--- config.mk ---
export PLATFORM = sky130hd
export DESIGN_NAME = seg_scan_decoder_flat
export DESIGN_NICKNAME = d
export VERILOG_FILES = /design/src/rtl/seg_scan_if.sv /design/src/rtl/seg_scan_decoder.sv /design/src/flat_wrapper.sv
export SDC_FILE = /design/constraint.sdc
export NUM_CORES = 1
export LEC_CHECK = 0
export ABC_AREA = 0
export BUFFER_PORTS_ARGS = -buffer_cell sky130_fd_sc_hd__buf_2
export CAP_MARGIN = 15
export CELL_PAD_IN_SITES_DETAIL_PLACEMENT = 1
export CELL_PAD_IN_SITES_GLOBAL_PLACEMENT = 2
export CORE_MARGIN = 2
export CORE_UTILIZATION = 36
export CTS_CLUSTER_SIZE = 12
export DETAILED_ROUTE_END_ITERATION = 12
export PLACE_DENSITY_LB_ADDON = 0.1
export SETUP_SLACK_MARGIN = 0.05
export SLEW_MARGIN = 10
export SYNTH_ARGS = -nofsm -noshare
export SYNTH_HDL_FRONTEND = slang
export SYNTH_SLANG_ARGS = --single-unit
--- constraint.sdc ---
create_clock -name clk -period 3.76 [get_ports clk]
set_input_delay 0.564 -clock clk [delete_from_list [all_inputs] [get_ports clk]]
set_output_delay 0.564 -clock clk [all_outputs]
set_load 0.02 [all_outputs]
--- src/rtl/seg_scan_if.sv ---
// Scanned 7-segment bus as seen by the loop-back decoder, plus the reassembled frame it reports.
// The display driver owns AN/SEGMENT; the decoder owns everything else.
interface seg_scan_if;
    logic [3:0]  AN;
    logic [7:0]  SEGMENT;
    logic [15:0] num;
    logic [3:0]  point;
    logic [3:0]  blank;
    logic        frame_valid;
    logic        seg_err;

    modport master (
        output AN, SEGMENT,
        input  num, point, blank, frame_valid, seg_err
    );

    modport slave (
        input  AN, SEGMENT,
        output num, point, blank, frame_valid, seg_err
    );
endinterface

--- src/rtl/seg_scan_decoder.sv ---
// Loop-back monitor for a multiplexed 7-segment display: filters each digit slot for stability,
// decodes it back to a hex nibble and reassembles the 16-bit value, decimal points and blanking.
module seg_scan_decoder #(
    parameter int STABLE_CYCLES = 16
) (
    input logic       clk,
    input logic       rst,
    seg_scan_if.slave bus
);

    localparam int            CW      = $clog2(STABLE_CYCLES + 1);
    localparam logic [CW-1:0] CNT_MAX = CW'(STABLE_CYCLES);
    localparam logic [CW-1:0] CNT_CAP = CW'(STABLE_CYCLES - 1);

    logic [3:0]    an_r;
    logic [7:0]    seg_r;
    logic [CW-1:0] cnt;
    logic          same;
    logic          capture;

    logic [3:0]  dec_nib;
    logic        dec_legal;
    logic        dec_blank;

    logic [3:0]  sel;
    logic        one_hot;
    logic        idle;
    logic        slot_ok;
    logic        slot_err;
    logic        frame_done;

    logic [15:0] nib_s, nib_nxt;
    logic [3:0]  pt_s, pt_nxt;
    logic [3:0]  bl_s, bl_nxt;
    logic [3:0]  mask;

    assign same    = ({bus.AN, bus.SEGMENT} == {an_r, seg_r});
    // The counter saturates one past the capture value, so a long hold captures only once.
    assign capture = same && (cnt == CNT_CAP);

    always_ff @(posedge clk) begin
        if (rst) begin
            an_r  <= 4'hF;
            seg_r <= 8'hFF;
            cnt   <= '0;
        end else begin
            an_r  <= bus.AN;
            seg_r <= bus.SEGMENT;
            if (!same)
                cnt <= '0;
            else if (cnt != CNT_MAX)
                cnt <= cnt + 1'b1;
        end
    end

    always_comb begin
        dec_nib   = 4'h0;
        dec_legal = 1'b1;
        dec_blank = 1'b0;
        case (seg_r[6:0])
            7'h40: dec_nib = 4'h0;
            7'h79: dec_nib = 4'h1;
            7'h24: dec_nib = 4'h2;
            7'h30: dec_nib = 4'h3;
            7'h19: dec_nib = 4'h4;
            7'h12: dec_nib = 4'h5;
            7'h02: dec_nib = 4'h6;
            7'h78: dec_nib = 4'h7;
            7'h00: dec_nib = 4'h8;
            7'h10: dec_nib = 4'h9;
            7'h08: dec_nib = 4'hA;
            7'h03: dec_nib = 4'hB;
            7'h46: dec_nib = 4'hC;
            7'h21: dec_nib = 4'hD;
            7'h06: dec_nib = 4'hE;
            7'h0E: dec_nib = 4'hF;
            7'h7F: dec_blank = 1'b1;
            default: dec_legal = 1'b0;
        endcase
    end

    assign sel        = ~an_r;
    assign one_hot    = $onehot(sel);
    assign idle       = (an_r == 4'hF);
    assign slot_ok    = capture && one_hot && dec_legal;
    assign slot_err   = capture && !idle && !(one_hot && dec_legal);
    assign frame_done = slot_ok && ((mask | sel) == 4'hF);

    // Staging with the current slot merged in, so the completing digit reaches num on the same edge.
    always_comb begin
        nib_nxt = nib_s;
        pt_nxt  = pt_s;
        bl_nxt  = bl_s;
        for (int i = 0; i < 4; i++) begin
            if (sel[i]) begin
                nib_nxt[4*i +: 4] = dec_nib;
                pt_nxt[i]         = ~seg_r[7];
                bl_nxt[i]         = dec_blank;
            end
        end
    end

    always_ff @(posedge clk) begin
        if (rst) begin
            nib_s           <= '0;
            pt_s            <= '0;
            bl_s            <= '0;
            mask            <= '0;
            bus.num         <= '0;
            bus.point       <= '0;
            bus.blank       <= '0;
            bus.frame_valid <= 1'b0;
            bus.seg_err     <= 1'b0;
        end else begin
            bus.frame_valid <= frame_done;
            bus.seg_err     <= slot_err;
            if (slot_ok) begin
                nib_s <= nib_nxt;
                pt_s  <= pt_nxt;
                bl_s  <= bl_nxt;
                mask  <= frame_done ? 4'h0 : (mask | sel);
            end
            if (frame_done) begin
                bus.num   <= nib_nxt;
                bus.point <= pt_nxt;
                bus.blank <= bl_nxt;
            end
        end
    end

endmodule

--- src/flat_wrapper.sv ---
// flat-port wrapper written by rule: the top's interface ports become plain ports
module seg_scan_decoder_flat 
#(
    parameter int STABLE_CYCLES = 16
)
  (clk, rst, bus_AN, bus_SEGMENT, bus_num, bus_point, bus_blank, bus_frame_valid, bus_seg_err);
  seg_scan_if bus_i ();
  input logic clk;
  input logic rst;
  input wire logic [$bits(bus_i.AN)-1:0] bus_AN;
  input wire logic [$bits(bus_i.SEGMENT)-1:0] bus_SEGMENT;
  output wire logic [$bits(bus_i.num)-1:0] bus_num;
  output wire logic [$bits(bus_i.point)-1:0] bus_point;
  output wire logic [$bits(bus_i.blank)-1:0] bus_blank;
  output wire logic [$bits(bus_i.frame_valid)-1:0] bus_frame_valid;
  output wire logic [$bits(bus_i.seg_err)-1:0] bus_seg_err;
  assign bus_i.AN = bus_AN;
  assign bus_i.SEGMENT = bus_SEGMENT;
  assign bus_num = bus_i.num;
  assign bus_point = bus_i.point;
  assign bus_blank = bus_i.blank;
  assign bus_frame_valid = bus_i.frame_valid;
  assign bus_seg_err = bus_i.seg_err;
  seg_scan_decoder #(.STABLE_CYCLES(STABLE_CYCLES)) u_core (.clk(clk), .rst(rst), .bus(bus_i));
endmodule
# ---- Yosys cells after proc, flatten, opt, wreduce, memory -nomap -nowiden
# Index checks and enable logic that the tools add are counted.
dict set report classes {
  n_reduce_logical 12
  bitwise_logic 4
  n_eq_ne 22
  n_mux 16
  add_sub_neg 4
}
# op count
set op_table {}
lappend op_table {{$pmux 4 s15} 1}
lappend op_table {{$eq 7x7->1 const B} 5}
lappend op_table {{$eq 7x5->1 const B} 3}
lappend op_table {{$eq 7x6->1 const B} 3}
lappend op_table {{$mux 4} 5}
lappend op_table {{$reduce_or 17->1} 1}
lappend op_table {{$eq 7x2->1 const B} 2}
lappend op_table {{$eq 7x4->1 const B} 2}
lappend op_table {{$eq 12x12->1} 1}
lappend op_table {{$mux 1} 10}
lappend op_table {{$eq 4x4->1 const B} 2}
lappend op_table {{$eq 7x3->1 const B} 1}
lappend op_table {{$logic_and 1x1->1} 7}
lappend op_table {{$logic_not 7->1} 1}
lappend op_table {{$add 5x1->5 const B} 1}
lappend op_table {{$eq 5x4->1 const B} 1}
lappend op_table {{$ne 5x5->1 const B} 1}
lappend op_table {{$add 1x1->2} 2}
lappend op_table {{$not 4->4} 1}
lappend op_table {{$or 4x4->4} 1}
lappend op_table {{$add 3x3->3} 1}
lappend op_table {{$eq 3x1->1 const B} 1}
lappend op_table {{$logic_not 1->1} 2}
lappend op_table {{$not 1->1} 2}
lappend op_table {{$reduce_or 2->1} 1}
dict set report word_totals {
  ff_bits 71
  input_bits 14
}

# ---- Depth between registers and ports, before layout
dict set report logic_depth {
  word_depth 8
  depth_mapped 13
  depth_no_buf 9
}

# ---- Least setup slack after synthesis
# Ideal clock, no wire load.
dict set report synth_path {
  path_type {reg-to-reg}
  from {register u_core.an_r[2]}
  to {register u_core.bus.num[8]}
  path_stages_with_launch 14
  path_buffers 4
  path_slack_ns 0.696
  arrival_ns 2.949
  path_cell_list {dfxtp_1 > clkbuf_1 > inv_1 > ha_1 > ha_1 > fa_1 > nor2_1 > and2_1 > buf_1 > and4_1 > buf_2 > nand2_1 > buf_2 > a31o_1}
}
dict set report synth_between {
  elab_chain_len 7
}
# item line_no
set synth_rtl {}
lappend synth_rtl {{start: declaration} seg_scan_decoder.sv:15} ;# logic [3:0] an_r;
lappend synth_rtl {{start signal: assignment} seg_scan_decoder.sv:47} ;# an_r <= bus.AN;
lappend synth_rtl {{$not 4->4} seg_scan_decoder.sv:82} ;# assign sel = ~an_r;
lappend synth_rtl {{$add 1x1->2 (implied by the code)} seg_scan_decoder.sv:83} ;# assign one_hot = $onehot(sel);
lappend synth_rtl {{$add 3x3->3 (implied by the code)} seg_scan_decoder.sv:83}
lappend synth_rtl {{$eq 3x1->1} seg_scan_decoder.sv:83}
lappend synth_rtl {{$logic_and 1x1->1 (2 in a row)} seg_scan_decoder.sv:85} ;# assign slot_ok = capture && one_hot && dec_legal;
lappend synth_rtl {{$logic_and 1x1->1} seg_scan_decoder.sv:87} ;# assign frame_done = slot_ok && ((mask | sel) == 4'hF);
lappend synth_rtl {{end signal: assignment} seg_scan_decoder.sv:124} ;# bus.num <= nib_nxt;
lappend synth_rtl {{end: declaration} seg_scan_if.sv:19} ;# output num, point, blank, frame_valid, seg_err
# Several ways; a longest one is shown, not always the timed one.
# A chain may end at the register's enable or synchronous reset.

# ---- Worst setup path in the final report
dict set report layout_path {
  from {register u_core.an_r[2]}
  to {register u_core.bus.num[12]}
}
dict set report layout_between {
  elab_chain_len 7
}
# item line_no
set layout_rtl {}
lappend layout_rtl {{$not 4->4} seg_scan_decoder.sv:82}
lappend layout_rtl {{$add 1x1->2 (implied by the code)} seg_scan_decoder.sv:83}
lappend layout_rtl {{$add 3x3->3 (implied by the code)} seg_scan_decoder.sv:83}
lappend layout_rtl {{$eq 3x1->1} seg_scan_decoder.sv:83}
lappend layout_rtl {{$logic_and 1x1->1 (2 in a row)} seg_scan_decoder.sv:85}
lappend layout_rtl {{$logic_and 1x1->1 *} seg_scan_decoder.sv:87}
# Every way passes the cells marked *; elsewhere a longest branch is shown, timed or not.

==> flow_summary.json <==
{
  "ios": 40,
  "dp_hpwl_um": 7570,
  "cts_tree": "done",
  "seq_power_share": 0.487,
  "required_ns": 4.01,
  "start_util": 0.367,
  "dr.first_iter.drc_count": 79,
  "synth_commonest_cells": "dfxtp_1 (71), nand2_1 (32), o21ai_0 (31)",
  "clkSlewWorstSetupHoldPaths_ns": 0.09,
  "p_total_mw": 1.60,
  "avgSynthCellArea_um2": 8.91,
  "groute.usage.overall": 0.211,
  "drc": 0,
  "powerDensity_mw_per_mm2": 395,
  "path_class": "flop to flop",
  "multi_input_area_mm2": 0.00193,
  "maxCapViolCount": 0,
  "fin_worst_skew_ns": 0.0143,
  "slew_headroom": 0.453,
  "num_rows": 36,
  "netSwitchingPower_mw": 0.416,
  "synthCells": 399,
  "fp.dieArea_mm2": 0.0107,
  "clockBufferDepth": 2,
  "finalCriticalPeriod_ns": 3.19,
  "hold_buffers": 0,
  "htree_levels": 3,
  "gp_congestion": 0.805,
  "grt_pass1_wl_um": 16800,
  "vias": 3074,
  "end_kind": "flop",
  "clkSinkCount": 71,
  "drt-pass1-iter-count": 4,
  "final_cells": 565,
  "fp.dieH_um": 103,
  "cts-root-buf": "clkbuf_8",
  "n_fill_cell": 1151,
  "slew_viol_final": 0,
  "p_leak_nw": 1.48,
  "worstMarginPinSlew_ns": 0.812,
  "ys_seq_elements": 71,
  "yosys.area.top_type": "dfxtp_1",
  "finalSetupViolCount": 0,
  "core-area_mm2": 0.00968,
  "post_cts.repair.setup_buffers": 0,
  "dpl_worst_slack_ns": 0.593,
  "p_sw_frac": 0.260,
  "synth_flop_cell": "dfxtp_1",
  "worst_slack_ns": 0.572,
  "synth_cell_types": 56,
  "yosysSeqAreaShare": 0.400,
  "grt_pass1_vias": 3025,
  "die_w_um": 103,
  "fin_crit_sh": 0.848,
  "grt_overflow": 0,
  "dp_cells": 549,
  "synthArstFlopShare": 0,
  "cp-start-kind": "flop",
  "antenna_left": 0,
  "worst_ir_drop_vdd_mv": 0.138,
  "detail_route.wl_per_cell_um": 18.8,
  "fmax_mhz": 314,
  "hold_violations": 0,
  "internal_power_mw": 1.18,
  "n_antenna_cell": 0,
  "synth_warnings": 0,
  "cts_resized": 0,
  "cts_buffers": 9,
  "area_growth_pct": 13.8,
  "post-route-util": 0.418,
  "crit_arrival_ns": 3.44,
  "run_status": "complete, no violations",
  "nNetsFinal": 450,
  "clk_latency_ns": 0.36,
  "synthTopCellsByArea": "dfxtp_1 (40%), o211ai_1 (5.7%), o21ai_0 (4.4%)",
  "regArea_mm2": 0.00142,
  "post-synth-top-count-cell": "dfxtp_1",
  "critPathMaxFanout": 21,
  "tns_ns": 0,
  "yosysTopAreaCellShare": 0.400,
  "syn_nets": 422,
  "wirelength_um": 10600,
  "hold_path.class": "input port to flop",
  "p_comb_frac": 0.086,
  "clock_power_share": 0.427,
  "synth_edf_count": 0,
  "via_per_inst": 5.44,
  "synthesis.area_mm2": 0.00356,
  "layout-drive-gt1-share": 0.206,
  "portBuffers": 39,
  "grt_start_max_net_pins": 39,
  "antenna_found_initial": 0,
  "rsz0062_at_grt": "no"
}
==> kinds of logic (layout without fill, tap and decap cells) <==
| kind of cell | Yosys count | after routing | synth area share |
|---|---|---|---|
| mux | 13 | 13 | 0.0366 |
| flops | 71 | 71 | 0.400 |
| simple gates | 121 | 121 | 0.191 |
| xor+xnor | 17 | 17 | 0.0419 |
| fa+ha+maj | 9 | 9 | 0.0338 |
| buf+inv | 44 | 77 | 0.0577 |
| compound gates | 124 | 124 | 0.239 |
==> area by class of cell <==
class                      count  share of cell area
multi-input combinational    284               0.477
sequential                    71               0.351
timing repair buffer          49              0.0668
tap                          133              0.0411
clock buffer                  11              0.0325
clock inverter                 5              0.0201
inverter                      12              0.0111
==> power groups by stage <==
stage               combinational [mW]  sequential, mW  clock (mW)
floorplan                        0.109           0.781           0
global placement                 0.136           0.795           0
detailed placement               0.138           0.795           0
CTS                              0.138           0.777       0.700
global route                     0.149           0.780       0.728
finish                           0.138           0.777       0.682
==> path summary, 6_finish.rpt <==
| kind | slack [ns] | start | end | cells after the start |
|---|---|---|---|---|
| max reg2reg | 0.57 | u_core.an_r[2]$_SDFF_PP1_ | u_core.bus.num[12]$_SDFFE_PP0P_ | 9 |
| max | 0.57 | u_core.an_r[2]$_SDFF_PP1_ | u_core.bus.num[12]$_SDFFE_PP0P_ | 9 |
| min reg2reg | 0.47 | u_core.nib_s[11]$_SDFFE_PP0P_ | u_core.nib_s[11]$_SDFFE_PP0P_ | 2 |
| min | 0.42 | bus_SEGMENT[1] | u_core.seg_r[1]$_SDFF_PP1_ | 2 |
==> layer usage <==
layer | track usage | wire, µm | vias up
li1 | - | - | 1512
met1 | 0.301 | 5270 | 1509
met2 | 0.321 | 4880 | 42
met3 | 0.0343 | 318 | 11
met4 | 0.0800 | 150 | 0
met5 | 0 | 0 | -
==> critical path, stage by stage, from the launching register on <==
cell and delay (ns):
dfxtp_1 0.35, inv_1 0.12, ha_1 0.32, ha_1 0.21, fa_1 0.43, nor2_1 0.16, and2_1 0.29, and4_1 0.36
nand2_1 0.45, a31o_1 0.37
==> state kept, by name, summed over array words and instances, names as in the netlist <==
name and cells:
u_core.an_r 4, u_core.bl_s 4, u_core.bus.blank 4, u_core.bus.frame_valid 1, u_core.bus.num 16, u_core.bus.point 4, u_core.bus.seg_err 1, u_core.cnt 5
u_core.mask 4, u_core.nib_s 16, u_core.pt_s 4, u_core.seg_r 8
==> cell usage in the layout (no fill, tap or decap), types with 5 or more instances in the layout <==
cell | synthesis | layout
a21oi_1 | 11 | 11
a311o_1 | 5 | 5
and3_1 | 5 | 5
buf_2 | 11 | 39
buf_4 | 1 | 10
clkbuf_8 | 0 | 9
dfxtp_1 | 71 | 71
ha_1 | 8 | 8
inv_1 | 11 | 11
mux2i_1 | 13 | 13
nand2_1 | 32 | 32
nand2b_1 | 5 | 5
nand3_1 | 11 | 11
nand4_1 | 8 | 8
nor2_1 | 17 | 17
nor3_1 | 7 | 7
o211ai_1 | 27 | 27
o21a_1 | 10 | 10
o21ai_0 | 31 | 31
o21ai_1 | 5 | 5
o31ai_1 | 8 | 8
or2_2 | 14 | 14
xnor2_1 | 16 | 16
==> through the flow <==
stage	instance area, µm²	hold slack (ns)
3_3_place_gp	3830	0.447
6_report	4050	0.418
3_5_place_dp	3830	0.459
4_1_cts	4050	0.405
2_1_floorplan	3560	0.435
5_1_grt	4050	0.420
(Power assumes the default switching activity.)
